===== config.mk =====
export PLATFORM = sky130hd
export DESIGN_NAME = mem_1r1w_masked_init
export DESIGN_NICKNAME = d
export VERILOG_FILES = /design/src/rtl/mem_1r1w_masked_init.sv
export SDC_FILE = /design/constraint.sdc
export NUM_CORES = 2
export LEC_CHECK = 0
export BUFFER_PORTS_ARGS = -buffer_cell sky130_fd_sc_hd__clkbuf_2
export CAP_MARGIN = 20
export CORE_MARGIN = 2
export CORE_UTILIZATION = 40
export DETAILED_ROUTE_END_ITERATION = 10
export SYNTH_ARGS = -nofsm -noshare
export SYNTH_HDL_FRONTEND = slang
export SYNTH_SLANG_ARGS = --single-unit

===== constraint.sdc =====
create_clock -name clk -period 2.2 [get_ports clk]
set_clock_uncertainty 0.05 [all_clocks]
set_input_delay 0.22 -clock clk [delete_from_list [all_inputs] [get_ports clk]]
set_output_delay 0.22 -clock clk [all_outputs]
set_load 0.01 [all_outputs]

===== src/rtl/mem_1r1w_masked_init.sv =====
// Parametrised single-clock 1R1W memory with per-lane write mask.
// It has an optional same-cycle write-to-read bypass and a read latency of 1 or 2.
// After every reset, a clear sequencer zeroes each entry before user traffic is accepted.
module mem_1r1w_masked_init #(
  parameter int DEPTH        = 32,
  parameter int WIDTH        = 64,
  parameter int MASK_GRAN    = 8,
  parameter int READ_LATENCY = 1,
  parameter int BYPASS       = 1,
  parameter int ADDR_W       = (DEPTH > 2) ? $clog2(DEPTH) : 1,
  parameter int MASK_W       = WIDTH / MASK_GRAN
) (
  input  logic              clk,
  input  logic              rst_n,
  output logic              init_busy,
  input  logic [ADDR_W-1:0] R0_addr,
  input  logic              R0_en,
  output logic [WIDTH-1:0]  R0_data,
  output logic              R0_valid,
  input  logic [ADDR_W-1:0] W0_addr,
  input  logic              W0_en,
  input  logic [WIDTH-1:0]  W0_data,
  input  logic [MASK_W-1:0] W0_mask
);

  typedef enum logic [0:0] {ST_INIT = 1'b0, ST_READY = 1'b1} state_t;

  localparam logic [ADDR_W-1:0] LAST_A = ADDR_W'(DEPTH - 1);
  localparam logic [WIDTH-1:0]  ZERO_W = {WIDTH{1'b0}};

  if ((WIDTH % MASK_GRAN) != 0) begin : g_bad_gran
    $error("mem_1r1w_masked_init: WIDTH must be a multiple of MASK_GRAN");
  end
  if ((READ_LATENCY != 1) && (READ_LATENCY != 2)) begin : g_bad_lat
    $error("mem_1r1w_masked_init: READ_LATENCY must be 1 or 2");
  end
  if (DEPTH < 2) begin : g_bad_depth
    $error("mem_1r1w_masked_init: DEPTH must be at least 2");
  end

  // Lanes selected by mask take the new word; the others keep the old word.
  function automatic logic [WIDTH-1:0] merge_lanes(input logic [WIDTH-1:0]  old_w,
                                                   input logic [WIDTH-1:0]  new_w,
                                                   input logic [MASK_W-1:0] mask);
    logic [WIDTH-1:0] res;
    res = old_w;
    for (int i = 0; i < MASK_W; i++) begin
      if (mask[i]) begin
        res[i*MASK_GRAN +: MASK_GRAN] = new_w[i*MASK_GRAN +: MASK_GRAN];
      end else begin
        res[i*MASK_GRAN +: MASK_GRAN] = old_w[i*MASK_GRAN +: MASK_GRAN];
      end
    end
    return res;
  endfunction

  state_t            state_r, state_nxt_s;
  logic [ADDR_W-1:0] cnt_r, cnt_nxt_s;
  logic              init_busy_r;
  logic [WIDTH-1:0]  mem_r [DEPTH];

  logic              wr_en_s;
  logic [ADDR_W-1:0] wr_addr_s;
  logic [WIDTH-1:0]  wr_data_s;
  logic [MASK_W-1:0] wr_mask_s;
  logic              w_in_range_s, r_in_range_s;
  logic              rd_hit_s;
  logic [WIDTH-1:0]  rd_word_s;
  logic              out_v_s;
  logic [WIDTH-1:0]  out_d_s;
  logic              r0_valid_r;
  logic [WIDTH-1:0]  r0_data_r;

  // Addresses past DEPTH can only occur when DEPTH is not a power of two.
  if (DEPTH == (1 << ADDR_W)) begin : g_pow2
    assign w_in_range_s = 1'b1;
    assign r_in_range_s = 1'b1;
  end else begin : g_npow2
    assign w_in_range_s = (W0_addr <= LAST_A);
    assign r_in_range_s = (R0_addr <= LAST_A);
  end

  // Next state, and selection of the single write port: the clear sweep or the user.
  always_comb begin
    state_nxt_s = state_r;
    cnt_nxt_s   = cnt_r;
    wr_en_s     = 1'b0;
    wr_addr_s   = W0_addr;
    wr_data_s   = W0_data;
    wr_mask_s   = W0_mask;
    case (state_r)
      ST_INIT: begin
        wr_en_s   = 1'b1;
        wr_addr_s = cnt_r;
        wr_data_s = ZERO_W;
        wr_mask_s = {MASK_W{1'b1}};
        if (cnt_r == LAST_A) begin
          state_nxt_s = ST_READY;
        end else begin
          cnt_nxt_s = cnt_r + ADDR_W'(1);
        end
      end
      ST_READY: begin
        wr_en_s = W0_en & w_in_range_s;
      end
      default: begin
        state_nxt_s = ST_INIT;
        cnt_nxt_s   = {ADDR_W{1'b0}};
      end
    endcase
  end

  // State, clear counter and busy flag; reset restarts the sweep from entry 0.
  always_ff @(posedge clk or negedge rst_n) begin
    if (!rst_n) begin
      state_r     <= ST_INIT;
      cnt_r       <= {ADDR_W{1'b0}};
      init_busy_r <= 1'b1;
    end else begin
      state_r     <= state_nxt_s;
      cnt_r       <= cnt_nxt_s;
      init_busy_r <= (state_nxt_s == ST_INIT);
    end
  end

  // Storage array; reset does not touch it, and the sweep clears it instead.
  always_ff @(posedge clk) begin
    if (wr_en_s) begin
      mem_r[wr_addr_s] <= merge_lanes(mem_r[wr_addr_s], wr_data_s, wr_mask_s);
    end
  end

  assign rd_hit_s = (state_r == ST_READY) & R0_en;

  // Sample the array and optionally forward lanes written in the same cycle.
  always_comb begin
    rd_word_s = ZERO_W;
    if (!r_in_range_s) begin
      rd_word_s = ZERO_W;
    end else if ((BYPASS != 0) && W0_en && (W0_addr == R0_addr)) begin
      rd_word_s = merge_lanes(mem_r[R0_addr], W0_data, W0_mask);
    end else begin
      rd_word_s = mem_r[R0_addr];
    end
  end

  if (READ_LATENCY == 2) begin : g_lat2
    logic             p1_valid_r;
    logic [WIDTH-1:0] p1_data_r;

    // The extra stage is a pure register and does not see later writes.
    always_ff @(posedge clk or negedge rst_n) begin
      if (!rst_n) begin
        p1_valid_r <= 1'b0;
        p1_data_r  <= ZERO_W;
      end else begin
        p1_valid_r <= rd_hit_s;
        if (rd_hit_s) begin
          p1_data_r <= rd_word_s;
        end else begin
          p1_data_r <= p1_data_r;
        end
      end
    end

    assign out_v_s = p1_valid_r;
    assign out_d_s = p1_data_r;
  end else begin : g_lat1
    assign out_v_s = rd_hit_s;
    assign out_d_s = rd_word_s;
  end

  // Output stage: data holds between reads, and valid is a one-cycle strobe.
  always_ff @(posedge clk or negedge rst_n) begin
    if (!rst_n) begin
      r0_valid_r <= 1'b0;
      r0_data_r  <= ZERO_W;
    end else begin
      r0_valid_r <= out_v_s;
      if (out_v_s) begin
        r0_data_r <= out_d_s;
      end else begin
        r0_data_r <= r0_data_r;
      end
    end
  end

  assign init_busy = init_busy_r;
  assign R0_valid  = r0_valid_r;
  assign R0_data   = r0_data_r;

endmodule


==> summary.md <==
| Metric | Value |
|---|---|
| Final setup violating endpoints | about 1200 |
| Placed cells | 8351 |
| DR WL/cell | 26.1 microns |
| Non-filler cells, final | 8825 |
| DR vias/cell | between 5 and 6 |
| Count of cell types in the netlist | 36 |
| I/O pin cnt | 152 |
| DP Worst Slack | -0.537 ns |
| Clock Path Buffers | 3 |
| Starting density of the core | between 40% and 50% |
| Critical Path Sink Type | flop |
| Critical Path AT | 2.81 ns |
| Worst vdd ir | roughly 0.7 mV |
| Synth Area in Simple Gates | 5.59% |
| Die height | 463 microns |
| Antenna-violating nets left | 0 |
| Prevailing post-synth register cell | edfxtp_1 |
| Post-Synth Adder-Cell Area | 0.0298% |
| Worst setup margin | -0.105 ns |
| Syn avg cell area | 16.6 sq um |
| Status | complete, but fails checks |
| Ys async rst share | 3.40% |
| Largest family of logic cells by synthesized area | multiplexers |
| IO buf count | between 150 and 200 |
| Layout cells sized above 1 | 20.8% |
| Sequential share of the synthesized area | 75.3% |
| Netlist Area Pre-Place | 84100 sq um |
| Failing checks | setup timing |
| Number of buffers created by CTS | 213 |
| Post-DP HPWL | 151000 microns |
| RSZ-0062 raised after global routing | true |
| CTS H-tree depth | 4 |
| WP data required | roughly 2.7 ns |
| Tmin final | between 2 and 2.5 ns |
| Clock-pin slew on the worst setup and hold paths | 0.06 ns |
| First-pass GRT wire length | between 300000 and 400000 microns |
| Worst Tran Pin Value | slightly above 0.6 ns |
| Final net count | approximately 5900 |
| Total track usage | a little over a fifth |
| Hold Path Class | input port to flop |
| Crit Path Max Fanout | 8 |
| Kind of critical path | flop to flop |
| Commonest cells after routing, fill and taps aside | edfxtp_1, mux2i_1, buf_4, a22oi_1, nand3_1 |
| Reg2Reg Launch Point | state_r |
| Critical path origin | state_r |
| Post-Route WL | 231000 microns |
| Post-synthesis xor/xnor area fraction | less than 1% |
| Final hold vios | 0 |
| Post-synthesis mux area share | 12.2% |
| Die footprint | 214000 sq um |
| Vias | ~48000 |
| Clk sinks | 2120 |
| CTS tree | done |
| Max-slew headroom | 58.4% |
| Hold Startpoint | W0_mask[5] |
| Largest net degree at the start of global routing | 73 |
| Most common cell after layout, fill and taps aside | edfxtp_1 |
| Sum Neg Setup Slack | -40.36 ns |
| Mapped Cells | 5078 |
| Pre-antenna DRT Iters | 5 |
| DR DRC count | 0 |
| FF+latch count, synth | 2120 |
| Starting DRC count in detailed routing | ~4900 |
| Max-cap violations | 0 |
| Number of flops mapped to enable cells by yosys | 2048 |
| Row Count | 168 |
| Routability cong. | 0.836 |
| Synth warn | 0 |
| Syn_nets | 5166 |
| Max-slew violations | 0 |
| Area growth syn-to-layout | 21.1% |
| Gr ovfl total | 0 |
| Antenna violations before repair | 16 |
| Nature of the critical path startpoint | flop |
| Pleak | 0.0365 uW |
| Core area | 209000 sq um |
| DIE WIDTH | 463 microns |
| Clk root buf | clkbuf_16 |
| Max Freq | 0.434 GHz |
| Pwr/cell area | 847 nW/um^2 |
| Post-synthesis compound-gate area fraction | 4.88% |
| Clock Latency Late Sink | 0.86 ns |
| Final period util | 105% |
| Tot Pwr | 86300 uW |
| Vias in the first global route | 47100 |
-- synth_stat cells, drive strengths merged, types with 9 or more instances --
cell / n / area, sq um
and4: 27 / 236
mux2i: 1025 / 10300
o211ai: 26 / 195
nand3: 282 / 1410
and2: 67 / 419
nand2b: 9 / 56.3
buf: 223 / 1260
nand4: 38 / 238
clkbuf: 91 / 342
dfrtp: 71 / 1780
edfxtp: 2048 / 61500
and3: 46 / 288
a22oi: 321 / 2410
a221o: 36 / 360
nor2: 276 / 1050
nand2: 257 / 965
a21oi: 193 / 966
-- power by group --
| group | leakage [uW] | internal, uW | switching [uW] |
|---|---|---|---|
| clock network | 0.00339 | 20800 | 15300 |
| registers | 0.0193 | 44500 | 134 |
| logic | 0.0138 | 1980 | 3520 |
| total | 0.0365 | 67300 | 19000 |
-- worst max-delay path, cell delays in order, from the launching register on --
cell,delay (ns)
dfrtp_4,0.53
buf_6,0.17
o32ai_4,0.36
buf_6,0.18
nand2_2,0.09
buf_12,0.14
buf_4,0.17
nor2_1,0.11
buf_4,0.19
-- stage by stage --
| stage | hold WS (ns) | util (%) | area (sq um) |
|---|---|---|---|
| after floorplan | -0.126 | - | 84100 |
| after global placement | 0.245 | 44.4 | 93100 |
| after detailed placement | 0.250 | 44.4 | 93100 |
| after CTS | 0.00389 | 48.5 | 102000 |
| after global routing | 0.0200 | 48.7 | 102000 |
| final | 0.0387 | 48.7 | 102000 |
-- worst paths after layout --
kind / cells after the start / to / slack, ns
worst max-delay path: 8 / mem_r[30][48] / -0.11
worst min-delay path: 4 / mem_r[7][40] / 0.04
worst max register to register: 8 / mem_r[30][48] / -0.11
worst min register to register: 1 / R0_data[0] / 0.46
max in group asynchronous: 4 / R0_data[37] / 1.06
min in group asynchronous: 4 / R0_data[49] / 0.49
-- registers in the layout (all words and copies together) (netlist names) --
signal     flops
init_busy      1
cnt_r          5
R0_data       64
mem_r       2048
R0_valid       1
state_r        1
-- kinds of logic (layout without fill, tap and decap cells) --
| kind of cell | after synthesis | count (layout) |
|---|---|---|
| buffers and inverters | 321 | 1253 |
| DFF | 2120 | 2120 |
| AOI/OAI and AO/OA | 595 | 595 |
| muxes | 1026 | 1026 |
| xor gates and xnor gates | 8 | 8 |
| adders and majority gates | 2 | 2 |
| and+or+nand+nor | 1006 | 1006 |
| other | 0 | 10 |
-- cell type report --
cell class                      instances  area (sq um)
Antenna cell                           10          25.0
Clock buffer                          261          5610
Clock inverter                        133          1370
Fill cell                           17600        107000
Inverter                                7          27.5
Multi-Input combinational cell       2637         19900
Sequential cell                      2120         63300
Tap cell                             2805          3510
Timing Repair Buffer                  852          8140
-- per-layer routing --
metal	share of wire (%)	vias up	wire, microns	global-route usage (%)
li1	-	21400	-	-
met3	7.1	288	16300	3.70
met2	48	1802	110000	34.1
met4	2.1	8	4770	5.02
met1	43	24500	99000	29.6
met5	0.078	-	179	0.468
-- repair_timing --
item	in CTS	in global routing
endpoints found under the setup margin	2434	2169
pin swaps	12	6
hold endpoints to repair	1502	0
buffers inserted	4	1
resized for setup	208	94
hold buffers	68	0
No activity file was read; power rests on OpenSTA's default activity.
